`config.mk`:
```
export PLATFORM = sky130hd
export DESIGN_NAME = alu_issue_stage
export DESIGN_NICKNAME = d
export VERILOG_FILES = /design/src/rtl/alu_issue_stage.sv
export SDC_FILE = /design/constraint.sdc
export NUM_CORES = 1
export LEC_CHECK = 0
export CELL_PAD_IN_SITES_DETAIL_PLACEMENT = 1
export CELL_PAD_IN_SITES_GLOBAL_PLACEMENT = 1
export CORE_MARGIN = 2
export CORE_UTILIZATION = 26
export DETAILED_ROUTE_END_ITERATION = 6
export PLACE_DENSITY_LB_ADDON = 0.08
export SETUP_SLACK_MARGIN = 0.4
export SYNTH_ARGS = -nofsm -noshare
export SYNTH_HDL_FRONTEND = slang
export SYNTH_SLANG_ARGS = --single-unit
```
`constraint.sdc`:
```
create_clock -name clk -period 2.3 [get_ports clk]
set_input_delay 0.69 -clock clk [delete_from_list [all_inputs] [get_ports clk]]
set_output_delay 0.69 -clock clk [all_outputs]
set_load 0.01 [all_outputs]
```
`src/rtl/alu_issue_stage.sv`:
```
// rtl/alu_issue_stage.sv - RV32I decode/issue stage feeding the execute-stage ALU
module alu_issue_stage #(
  parameter int CNT_W = 16
) (
  input  logic             clk,
  input  logic             rst,
  input  logic             in_valid,
  output logic             in_ready,
  input  logic [31:0]      instr,
  input  logic [31:0]      pc,
  output logic [4:0]       rs1_addr,
  output logic [4:0]       rs2_addr,
  input  logic [31:0]      rs1_data,
  input  logic [31:0]      rs2_data,
  input  logic             flush,
  output logic             out_valid,
  input  logic             out_ready,
  output logic [31:0]      alu_a,
  output logic [31:0]      alu_b,
  output logic [3:0]       alu_op,
  output logic [4:0]       rd_addr,
  output logic             rd_we,
  output logic             illegal,
  output logic [CNT_W-1:0] issue_count
);

  localparam logic [3:0] OP_ADD  = 4'd0;
  localparam logic [3:0] OP_SUB  = 4'd1;
  localparam logic [3:0] OP_AND  = 4'd2;
  localparam logic [3:0] OP_OR   = 4'd3;
  localparam logic [3:0] OP_XOR  = 4'd4;
  localparam logic [3:0] OP_SLL  = 4'd5;
  localparam logic [3:0] OP_SRL  = 4'd6;
  localparam logic [3:0] OP_SRA  = 4'd7;
  localparam logic [3:0] OP_SLT  = 4'd8;
  localparam logic [3:0] OP_SLTU = 4'd9;

  localparam logic [6:0] OPC_OP    = 7'b0110011;
  localparam logic [6:0] OPC_OPIMM = 7'b0010011;
  localparam logic [6:0] OPC_LUI   = 7'b0110111;
  localparam logic [6:0] OPC_AUIPC = 7'b0010111;

  localparam logic [6:0] F7_ZERO = 7'b0000000;
  localparam logic [6:0] F7_ALT  = 7'b0100000;

  logic [6:0] opcode;
  logic [2:0] funct3;
  logic [6:0] funct7;

  logic [31:0] dec_a;
  logic [31:0] dec_b;
  logic [3:0]  dec_op;
  logic        dec_illegal;
  logic        dec_alt;

  logic             out_valid_q, out_valid_d;
  logic [31:0]      alu_a_q, alu_a_d;
  logic [31:0]      alu_b_q, alu_b_d;
  logic [3:0]       alu_op_q, alu_op_d;
  logic [4:0]       rd_addr_q, rd_addr_d;
  logic             rd_we_q, rd_we_d;
  logic             illegal_q, illegal_d;
  logic [CNT_W-1:0] count_q, count_d;

  logic accept;
  logic handshake;

  assign opcode   = instr[6:0];
  assign funct3   = instr[14:12];
  assign funct7   = instr[31:25];
  assign rs1_addr = instr[19:15];
  assign rs2_addr = instr[24:20];

  assign in_ready  = !out_valid_q || out_ready;
  assign accept    = in_valid && in_ready;
  assign handshake = out_valid_q && out_ready;

  // Decode the incoming word into operands and opcode; unsupported encodings collapse to zeros.
  always_comb begin
    dec_a       = 32'd0;
    dec_b       = 32'd0;
    dec_op      = OP_ADD;
    dec_illegal = 1'b0;
    dec_alt     = 1'b0;
    case (opcode)
      OPC_OP: begin
        dec_a = rs1_data;
        dec_b = rs2_data;
        if (funct7 == F7_ZERO) begin
          dec_alt = 1'b0;
        end else if (funct7 == F7_ALT && (funct3 == 3'b000 || funct3 == 3'b101)) begin
          dec_alt = 1'b1;
        end else begin
          dec_illegal = 1'b1;
        end
      end
      OPC_OPIMM: begin
        dec_a = rs1_data;
        dec_b = {{20{instr[31]}}, instr[31:20]};
        if (funct3 == 3'b001 || funct3 == 3'b101) begin
          // Shift-immediates carry the shamt in rs2's field; the upper bits select SRAI only.
          dec_b = {27'd0, instr[24:20]};
          if (funct7 == F7_ALT && funct3 == 3'b101) begin
            dec_alt = 1'b1;
          end else if (funct7 != F7_ZERO) begin
            dec_illegal = 1'b1;
          end
        end
      end
      OPC_LUI: begin
        dec_a = 32'd0;
        dec_b = {instr[31:12], 12'd0};
      end
      OPC_AUIPC: begin
        dec_a = pc;
        dec_b = {instr[31:12], 12'd0};
      end
      default: dec_illegal = 1'b1;
    endcase

    if (opcode == OPC_OP || opcode == OPC_OPIMM) begin
      case (funct3)
        3'b000:  dec_op = dec_alt ? OP_SUB : OP_ADD;
        3'b001:  dec_op = OP_SLL;
        3'b010:  dec_op = OP_SLT;
        3'b011:  dec_op = OP_SLTU;
        3'b100:  dec_op = OP_XOR;
        3'b101:  dec_op = dec_alt ? OP_SRA : OP_SRL;
        3'b110:  dec_op = OP_OR;
        default: dec_op = OP_AND;
      endcase
    end

    if (dec_illegal) begin
      dec_a  = 32'd0;
      dec_b  = 32'd0;
      dec_op = OP_ADD;
    end
  end

  // Output slot next state: flush beats accept, accept beats drain, otherwise hold.
  always_comb begin
    out_valid_d = out_valid_q;
    alu_a_d     = alu_a_q;
    alu_b_d     = alu_b_q;
    alu_op_d    = alu_op_q;
    rd_addr_d   = rd_addr_q;
    rd_we_d     = rd_we_q;
    illegal_d   = illegal_q;
    count_d     = handshake ? count_q + 1'b1 : count_q;
    if (flush) begin
      out_valid_d = 1'b0;
    end else if (accept) begin
      out_valid_d = 1'b1;
      alu_a_d     = dec_a;
      alu_b_d     = dec_b;
      alu_op_d    = dec_op;
      rd_addr_d   = instr[11:7];
      rd_we_d     = !dec_illegal && (instr[11:7] != 5'd0);
      illegal_d   = dec_illegal;
    end else if (handshake) begin
      out_valid_d = 1'b0;
    end
  end

  // Register the output slot and issue counter; reset also drops a stalled beat.
  always_ff @(posedge clk) begin
    if (rst) begin
      out_valid_q <= 1'b0;
      alu_a_q     <= 32'd0;
      alu_b_q     <= 32'd0;
      alu_op_q    <= 4'd0;
      rd_addr_q   <= 5'd0;
      rd_we_q     <= 1'b0;
      illegal_q   <= 1'b0;
      count_q     <= '0;
    end else begin
      out_valid_q <= out_valid_d;
      alu_a_q     <= alu_a_d;
      alu_b_q     <= alu_b_d;
      alu_op_q    <= alu_op_d;
      rd_addr_q   <= rd_addr_d;
      rd_we_q     <= rd_we_d;
      illegal_q   <= illegal_d;
      count_q     <= count_d;
    end
  end

  assign out_valid   = out_valid_q;
  assign alu_a       = alu_a_q;
  assign alu_b       = alu_b_q;
  assign alu_op      = alu_op_q;
  assign rd_addr     = rd_addr_q;
  assign rd_we       = rd_we_q;
  assign illegal     = illegal_q;
  assign issue_count = count_q;

endmodule

```
==> out/metrics.yaml, run 1 <==
setup_violations: 0
diodes: 0
track_usage: 0.204
finClkSkew_ps: 4.71
async_flop_share: 0
first_pass_iters: 4
final_cells: 948
nets: 890
met1Wirelength_mm: 7.08
cts_tree: "done"
min_path_type: "reg -> reg"
post-synth-top-area-fraction: 0.461
cts_root_buf: "clkbuf_16"
syn_to_final_growth_pct: 95.7
drt_iter0_markers: 140
synthTopCellsByArea: "dfxtp_1, nand2_1, o21ai_1"
layout-drive-gt1-share: 0.263
powerDensity_nw_per_um2: 494
cts_buffer_depth: 2
path_clk_slew_ps: 60
crit_fanout: 6
gr-total-overflow: 0
antenna_found_initial: 1
final.setup.tns_ps: 0
routed_via_density: 4.80
core_area_um2: 15100
numCtsBuffers: 9
irDropWorstVdd_mv: 0.390
rows: 45
ant_nets: 0
dpl_worst_slack_ps: -420
worstMarginPinSlew_ps: 394
synth_top_area_cell: "dfxtp_1"
cts_sinks: 92
routed-wl-met2_mm: 8.88
ys.flop_type: "dfxtp_1"
htreeDepth: 3
wirelength_mm: 17.2
die_area_um2: 16400
start_kind: "primary input"
hold_violations: 0
die_w_um: 128
status: "completed"
num-fill-cells: 1733
finish.utilization: 0.518
avgSynthCellArea_um2: 8.40
critPathArrivalTime_ps: 2380
drv_cap: 0
start_util: 0.265
avgRoutedWirePerCell_um: 18.1
holdBufCountCts: 0
io-pin-count: 236
clock_latency_ps: 340
finalMaxSlewViolations: 0
drt_drc_violations_left: 0
grt_pass1_wl_mm: 25.7
fin_ws_ps: 192
place_hpwl_mm: 12.0
grt_pass1_vias: 4757
crit_type: "in -> reg"
ys_seq_area_frac: 0.461
max_freq_mhz: 474
io_buffer_count: 235
p_leak_uw: 0.00354
grt_max_degree: 33
synth.yosys.warnings: 0
dr_wl_met3_um: 925
ys_types: 41
vias: 4553
dp.cells: 904
finalCritPeriodShare: 0.917
rsz0062_at_grt: "yes"
fin_crit_ps: 2110
end_kind: "flip-flop"
gp_congestion: 0.805
synth_edf_count: 0
netlist_instances: 475
synth_seq_cells: 92
synthesis.nets: 609
slew_headroom: 0.735
die_y_um: 128
cp.required_ps: 2580
maxUsedRoutingLayer: "met5"
synth_area_um2: 3990
## layout by cell type, fill, tap and decap left out, drive strengths merged, types with 5 or more instances in the layout
cell | Yosys | routed
mux2i | 10 | 10
xnor2 | 7 | 7
dlygate4sd2 | 0 | 108
buf | 21 | 90
inv | 6 | 6
clkdlybuf4s50 | 0 | 102
o21ai | 70 | 70
a22oi | 32 | 32
nand3 | 8 | 8
and3 | 9 | 9
a21oi | 11 | 11
nand4 | 5 | 5
xor2 | 6 | 6
o22ai | 19 | 19
clkbuf | 20 | 18
and2 | 20 | 20
dfxtp | 92 | 92
nand2 | 76 | 76
nand2b | 5 | 5
nor2 | 26 | 26
## final cells by class
class,count,area (um2),share of cell area
Sequential cell,92,1850,0.237
Timing Repair Buffer,311,3090,0.396
Clock buffer,11,253,0.0324
Clock inverter,4,72.6,0.00929
Inverter,6,22.5,0.00288
Multi-Input combinational cell,336,2280,0.292
Tap cell,188,235,0.0301
## final timing paths
kind         slack [ps]       from   endpoint  cells past startpoint
min                 450  alu_op[0]  alu_op[0]                      2
max reg2reg         550  out_valid    illegal                      9
max                 190  instr[25]   alu_a[5]                      9
min reg2reg         450  alu_op[0]  alu_op[0]                      2
## synthesized netlist by cell type (all sizes together) (6+ instances only)
| cell type | number |
|---|---|
| dfxtp | 92 |
| and2 | 20 |
| xnor2 | 7 |
| mux2i | 10 |
| a21oi | 11 |
| clkbuf | 20 |
| buf | 21 |
| o22ai | 19 |
| xor2 | 6 |
| o21ai | 70 |
| and3 | 9 |
| inv | 6 |
| a22oi | 32 |
| nor2 | 26 |
| nand2 | 76 |
| nand3 | 8 |
## critical path, cell delays in order
cell and delay, ps:
buf_8 100, nor4_4 420, nand4_1 220, o2bb2ai_4 210, nand4b_4 160, buf_12 190
buf_12 130, buf_16 130, o21ai_2 130
## where the power goes
| group | internal (uW) | leakage (uW) | switching [uW] | total (uW) |
|---|---|---|---|---|
| Combinational | 367 | 0.00263 | 264 | 631 |
| Clock | 1000 | 0.000158 | 615 | 1620 |
| Sequential | 1600 | 0.000745 | 6.97 | 1610 |
## cells by family (layout without fill, tap and decap cells)
family          count (synthesis)  in the layout  synth area share
fa+ha+maj                       1              1           0.00313
flops                          92             92             0.461
mux                            10             10            0.0251
xor+xnor                       13             13            0.0285
buf+inv                        47            332            0.0592
simple gates                  171            171             0.208
compound gates                141            141             0.215
## state kept, by name, indices dropped and copies added (netlist names)
signal / count
issue_count: 16
alu_b: 32
alu_op: 4
rd_addr: 5
illegal: 1
alu_a: 32
rd_we: 1
out_valid: 1
## timing repair
action | CTS | global route
gates cloned | 9 | 1
gates resized for setup | 250 | 64
setup buffers | 9 | 10
setup endpoints to repair | 177 | 72
pin swaps | 59 | 11
## metal layers
metal / up-vias / global-route usage
met4: 2 / 0.0685
met2: 131 / 0.369
met3: 17 / 0.0405
met5: - / 0
li1: 2235 / -
met1: 2168 / 0.240
## metrics by stage
step                      hold WS [ps]  total power, uW  area (um2)
after floorplan                    470             1850        4030
final                              445             3860        7810
after CTS                          443             3870        7550
after global placement             435             2220        6820
after detailed placement           442             2230        6820
after global routing               465             4020        7810
Power figures use the tool's default switching activity.
==> inputs of run 2 (changes only) <==
Settings changed: CORE_MARGIN 2 to 4.
==> run 2 against run 1 <==
First-iteration DRC count down 11%. Maximum frequency grew 1.7%. Setup slack better by 34 ps. Critical path depth is the same. Combinational power shrank 3.5%. Cell count stayed put. Largest cell class unchanged. Flip-flop and latch count unchanged. Clock skew fell by 0.76 ps. Design area is 2.6% lower. Clock-buffer cell count rose by 2.
==> out/metrics.yaml, run 2 (synthesis gave the netlist of run 1 again) <==
wirelength_mm: 17.1  # -0.66%
clock_latency_ps: 340  # about the same
finalMaxSlewViolations: 0  # unchanged
critPathLaunch: "instr[26]"
drt_iter0_markers: 124  # -11%
p_leak_uw: 0.00341  # -3.5%
cts_root_buf: "clkbuf_16"
finalCritPeriodShare: 0.902  # -0.0150
crit_top_cell: "buf_12"
worstReg2RegStart: "issue_count[5]"
core_area_um2: 15100  # +0.37%
syn_to_final_growth_pct: 90.7
drv_cap: 0  # unchanged
num-fill-cells: 1781  # +2.8%
grt_pass1_vias: 5016  # +5.4%
layout-drive-gt1-share: 0.228  # -0.0355
routed_via_density: 4.81  # +0.13%
cts_sinks: 92  # unchanged
irDropWorstVdd_mv: 0.271  # -31%
critPathArrivalTime_ps: 2350  # -30 ps
fin_area_um2: 7610  # -2.6%
die_y_um: 132  # +3.1%
htreeDepth: 3  # unchanged
critical_path.slowest_cell: "nor4_4"
dp.cells: 908  # +0.44%
start_kind: "primary input"
p_int_uw: 2740  # -7.8%
p_sw_frac: 0.238  # +0.00872
track_usage: 0.190  # -0.0135
grt_max_degree: 33  # unchanged
crit_type: "in -> reg"
ant_nets: 0  # unchanged
path_clk_slew_ps: 60  # about the same
diodes: 0  # unchanged
crit_fanout: 6  # unchanged
seq_power_share: 0.447  # +0.030
final_cell_mix: "dlygate4sd2_1, clkdlybuf4s50_1, dfxtp_1"
end_kind: "flip-flop"
cp.required_ps: 2580  # about the same
cts_tree: "done"
placed_area_um2: 6810  # -0.11%
io_buffer_count: 235  # unchanged
grt_pass1_wl_mm: 26.7  # +3.8%
worstMarginPinSlew_ps: 381  # -13.4 ps
numCtsBuffers: 9  # unchanged
pwr-share-comb: 0.169  # +0.005
final_cells: 948  # unchanged
max_freq_mhz: 482  # +1.7%
power.net_switching_uw: 858  # -3.2%
die_w_um: 132  # +3.1%
crit_path_max_incr_delay_ps: 410  # about the same
antenna_found_initial: 0  # -1
drt_drc_violations_left: 0  # unchanged
finClkSkew_ps: 3.94  # -0.762 ps
gp_congestion: 0.780  # -3.1%
powerDensity_nw_per_um2: 473  # -4.2%
setup_violations: 0  # unchanged
io-pin-count: 236  # unchanged
rows: 45  # unchanged
die_area_um2: 17400  # +6.4%
dpl_worst_slack_ps: -412  # +7.81 ps
fin_ws_ps: 226  # +34.4 ps
cts_buffer_depth: 2  # unchanged
path_cells: "buf_6 -> nor4_4 -> nand4_1 -> o2bb2ai_4 -> nand4b_4 -> buf_12 -> buf_12 -> clkbuf_16 -> o21ai_2"
min_path_type: "reg -> reg"
power_frac_clock: 0.383  # -0.036
status: "completed"
r2r_cells: 5  # -4
rrSetupSlack_ps: 580  # +30 ps
crit_path_end: "alu_a[25]"
fin_crit_ps: 2070  # -34.4 ps
place_hpwl_mm: 12.5  # +3.9%
hold_violations: 0  # unchanged
avgRoutedWirePerCell_um: 18.0  # -0.66%
start_util: 0.264  # -0.000983
power.total_uw: 3600  # -6.7%
rsz0062_at_grt: "yes"
slew_headroom: 0.744  # +0.00900
vias: 4559  # +0.13%
final_common_cell: "dlygate4sd2_1"
nets: 890  # unchanged
critical_path.reg2reg.endpoint: "issue_count[13]"
gr-total-overflow: 0  # unchanged
first_pass_iters: 4  # unchanged
## run 2: worst min-delay path by stage
stage,end,cells after the start,slack [ps],startpoint
2_1_floorplan,alu_b[6],2,470,alu_b[6]
4_1_cts,rd_we,2,450,rd_we
3_5_place_dp,alu_b[18],2,440,alu_b[18]
5_1_grt,alu_b[2],2,460,alu_b[2]
3_3_place_gp,alu_a[27],2,430,alu_a[27]
6_report,alu_b[18],2,440,alu_b[18]
## run 2: what timing repair did
| action | CTS | global route |
|---|---|---|
| buffers inserted | 10 | 7 |
| pin swaps | 34 | 13 |
| cloned | 6 | 2 |
| resized for setup | 247 | 38 |
| hold buffers | 0 | 0 |
| hold endpoints to repair | 0 | 0 |
| endpoints found under the setup margin | 183 | 72 |
## run 2: critical path: cells and delay by family
kind,cells,cell delay [ps]
AND/OR/NAND/NOR,3,790
buffers and inverters,4,560
AO/OA/AOI/OAI,2,300
## run 2: layout make-up
class,count,area (um2),area share
clock inverters,2,10.0,0.00132
flip-flops and latches,92,1850,0.243
well taps,188,235,0.0309
multi-input cells,336,2200,0.290
inverters,6,22.5,0.00296
clock buffers,13,260,0.0342
repair buffers,311,3030,0.398
## run 2: metrics by stage
stage	util	setup TNS [ps]	hold WS, ps
6_report	0.502	0	444
5_1_grt	0.502	0	462
4_1_cts	0.487	0	446
3_5_place_dp	0.450	-25350	441
3_3_place_gp	0.450	-19270	435
2_1_floorplan	-	0	470
## run 2: metal layers
layer,GRT usage,share of wire,vias to the layer above
met5,0,0,-
li1,-,-,2233
met1,0.229,0.42,2185
met3,0.0485,0.052,14
met2,0.331,0.51,127
met4,0.0630,0.014,0
## run 2: power by group through the flow
stage | combinational [uW] | clock, uW | sequential (uW)
2_1_floorplan | 196 | 0 | 1650
3_3_place_gp | 579 | 0 | 1650
3_5_place_dp | 587 | 0 | 1650
4_1_cts | 585 | 1440 | 1610
5_1_grt | 657 | 1510 | 1610
6_report | 609 | 1380 | 1610
==> inputs of run 3 (changes only) <==
Settings changed: REMOVE_ABC_BUFFERS set to 1.
==> run 3 against run 2 <==
Sequential share of layout area shrank 0.19 points. Critical path type unchanged. Clock-buffer cell count shrank 1. Flip-flop and latch count did not move. Power up 4.8%. Wire length rose by 5.2%. Via count grew 0.83%.
==> out/metrics.yaml, run 3 (synthesis gave the netlist of run 1 again) <==
status: "completed"
worstReg2RegStart: "issue_count[5]"
critPathArrivalTime_ps: 2300  # -50 ps
grt_use_met3: 0.0538  # +0.00534
powerDensity_nw_per_um2: 492  # +3.9%
finish.utilization: 0.507  # +0.00430
p_int_uw: 2870  # +4.5%
hold_depth: 2  # unchanged
htreeDepth: 3  # unchanged
power_frac_clock: 0.407  # +0.024
path_cells: "buf_8 -> nor4_4 -> buf_4 -> nand4_1 -> o2bb2ai_4 -> nand4b_4 -> buf_12 -> buf_12 -> buf_16 -> o21ai_2"
seq_power_share: 0.427  # -0.020
finalMaxSlewViolations: 0  # unchanged
max_freq_mhz: 494  # +2.4%
dp.cells: 905  # -0.33%
use_met2: 0.344  # +0.0134
holdBufCountCts: 0  # unchanged
start_util: 0.264  # unchanged
hold_violations: 0  # unchanged
met1_usage: 0.236  # +0.00730
numCtsBuffers: 9  # unchanged
ant_nets: 0  # unchanged
drv_cap: 0  # unchanged
drt_drc_violations_left: 0  # unchanged
grt_pass1_wl_mm: 27.5  # +3.1%
fin_area_um2: 7670  # +0.85%
die_y_um: 132  # unchanged
place_hpwl_mm: 12.3  # -1.1%
clock_latency_ps: 340  # about the same
fin_crit_ps: 2030  # -48.4 ps
critical_path.reg2reg.endpoint: "issue_count[15]"
grt_pass1_vias: 4883  # -2.7%
core_area_um2: 15100  # unchanged
p_sw_frac: 0.241  # +0.00255
slew_headroom: 0.716  # -0.0280
finClkSkew_ps: 7.36  # +3.41 ps
r2r_cells: 5  # unchanged
rsz0062_at_grt: "yes"
irDropWorstVdd_mv: 0.334  # +23%
track_usage: 0.198  # +0.00827
final_cells: 943  # -0.53%
routed_via_density: 4.87  # +1.4%
rrSetupSlack_ps: 580  # about the same
crit_fanout: 7  # +1
avgRoutedWirePerCell_um: 19.0  # +5.7%
grt_max_degree: 35  # +6.1%
final_cell_mix: "dlygate4sd2_1, clkdlybuf4s50_1, dfxtp_1"
die_area_um2: 17400  # unchanged
diodes: 0  # unchanged
antenna_found_initial: 0  # unchanged
cts_buffer_depth: 2  # unchanged
cts_tree: "done"
path_clk_slew_ps: 70  # about the same
cts_sinks: 92  # unchanged
io_buffer_count: 235  # unchanged
busiest_layer: "met2"
critical_path.slowest_cell: "nor4_4"
first_pass_iters: 4  # unchanged
final_common_cell: "dlygate4sd2_1"
drt_iter0_markers: 162  # +31%
crit_type: "in -> reg"
crit_path_max_incr_delay_ps: 260  # -150 ps
min_path_type: "reg -> reg"
rows: 45  # unchanged
final.setup.tns_ps: 0  # unchanged
gr-total-overflow: 0  # unchanged
io-pin-count: 236  # unchanged
worstHoldEndpoint: "alu_b[3]"
setup_violations: 0  # unchanged
worstMarginPinSlew_ps: 424  # +43.6 ps
power.net_switching_uw: 909  # +5.9%
die_w_um: 132  # unchanged
gp_congestion: 0.807  # +3.4%
nets: 884  # -0.67%
syn_to_final_growth_pct: 92.3
cts_root_buf: "clkbuf_16"
placed_area_um2: 6790  # -0.37%
pwr-share-comb: 0.167  # -0.002
finalCritPeriodShare: 0.881  # -0.0210
crit_top_cell: "buf_12"
layout-drive-gt1-share: 0.252  # +0.0240
start_kind: "primary input"
wirelength_mm: 17.9  # +5.2%
vias: 4597  # +0.83%
end_kind: "flip-flop"
cp.required_ps: 2570  # about the same
hp-start: "alu_b[3]"
p_leak_uw: 0.00346  # +1.3%
[run 3: cell count changes in the layout (fill, tap and decap cells not counted), moves of 4 or more]
| cell | previous run | this run |
|---|---|---|
| buf_4 | 50 | 46 |
| o21ai_2 | 35 | 51 |
| o22ai_1 | 17 | 13 |
| o21ai_1 | 26 | 14 |
| o22ai_2 | 2 | 6 |
[run 3: worst max path at each step]
stage / slack (ps) / startpoint / cells after the start / end
floorplan: -1430 / out_ready / 4 / alu_b[11]
global placement: -320 / instr[2] / 7 / alu_b[12]
detailed placement: -400 / instr[2] / 7 / alu_b[13]
CTS: 310 / instr[27] / 10 / alu_b[30]
global route: 260 / instr[31] / 10 / alu_a[3]
finish: 270 / instr[26] / 10 / alu_a[2]
[run 3: routing by layer]
layer | up-vias | wire, um
met4 | 0 | 344
met5 | - | 0
met1 | 2215 | 7450
met2 | 146 | 9150
li1 | 2217 | -
met3 | 19 | 1000
[run 3: per-stage QoR]
stage	hold slack (ps)	setup WS, ps	power, uW
final	443	274	3770
after global routing	469	261	3940
after detailed placement	441	-396	2230
after CTS	443	314	3780
after global placement	435	-323	2230
after floorplan	471	-1430	1800
[run 3: area by class of cell]
class	instances	area (um2)
fillers	1742	7470
repair buffers	305	2990
multi-input cells	336	2270
flip-flops and latches	92	1850
clock buffers	12	256
well taps	188	235
clock inverters	4	47.5
inverters	6	22.5
[run 3: repair_timing]
item                                    CTS  global route
resized for setup                       246            60
pin swaps                                45            16
endpoints found under the setup margin  177            74
buffers inserted                          8             5
gates cloned                              7             2
[run 3: worst max-delay path, delay by kind of cell]
family / cells / cell delay (ps)
compound gates: 2 / 340
buf+inv: 5 / 700
simple gates: 3 / 540
[run 3: power groups by stage]
stage               registers [uW]  logic [uW]  clock network [uW]
floorplan                     1650         149                   0
global placement              1650         580                   0
detailed placement            1650         588                   0
CTS                           1610         587                1580
global route                  1610         675                1660
finish                        1610         630                1530
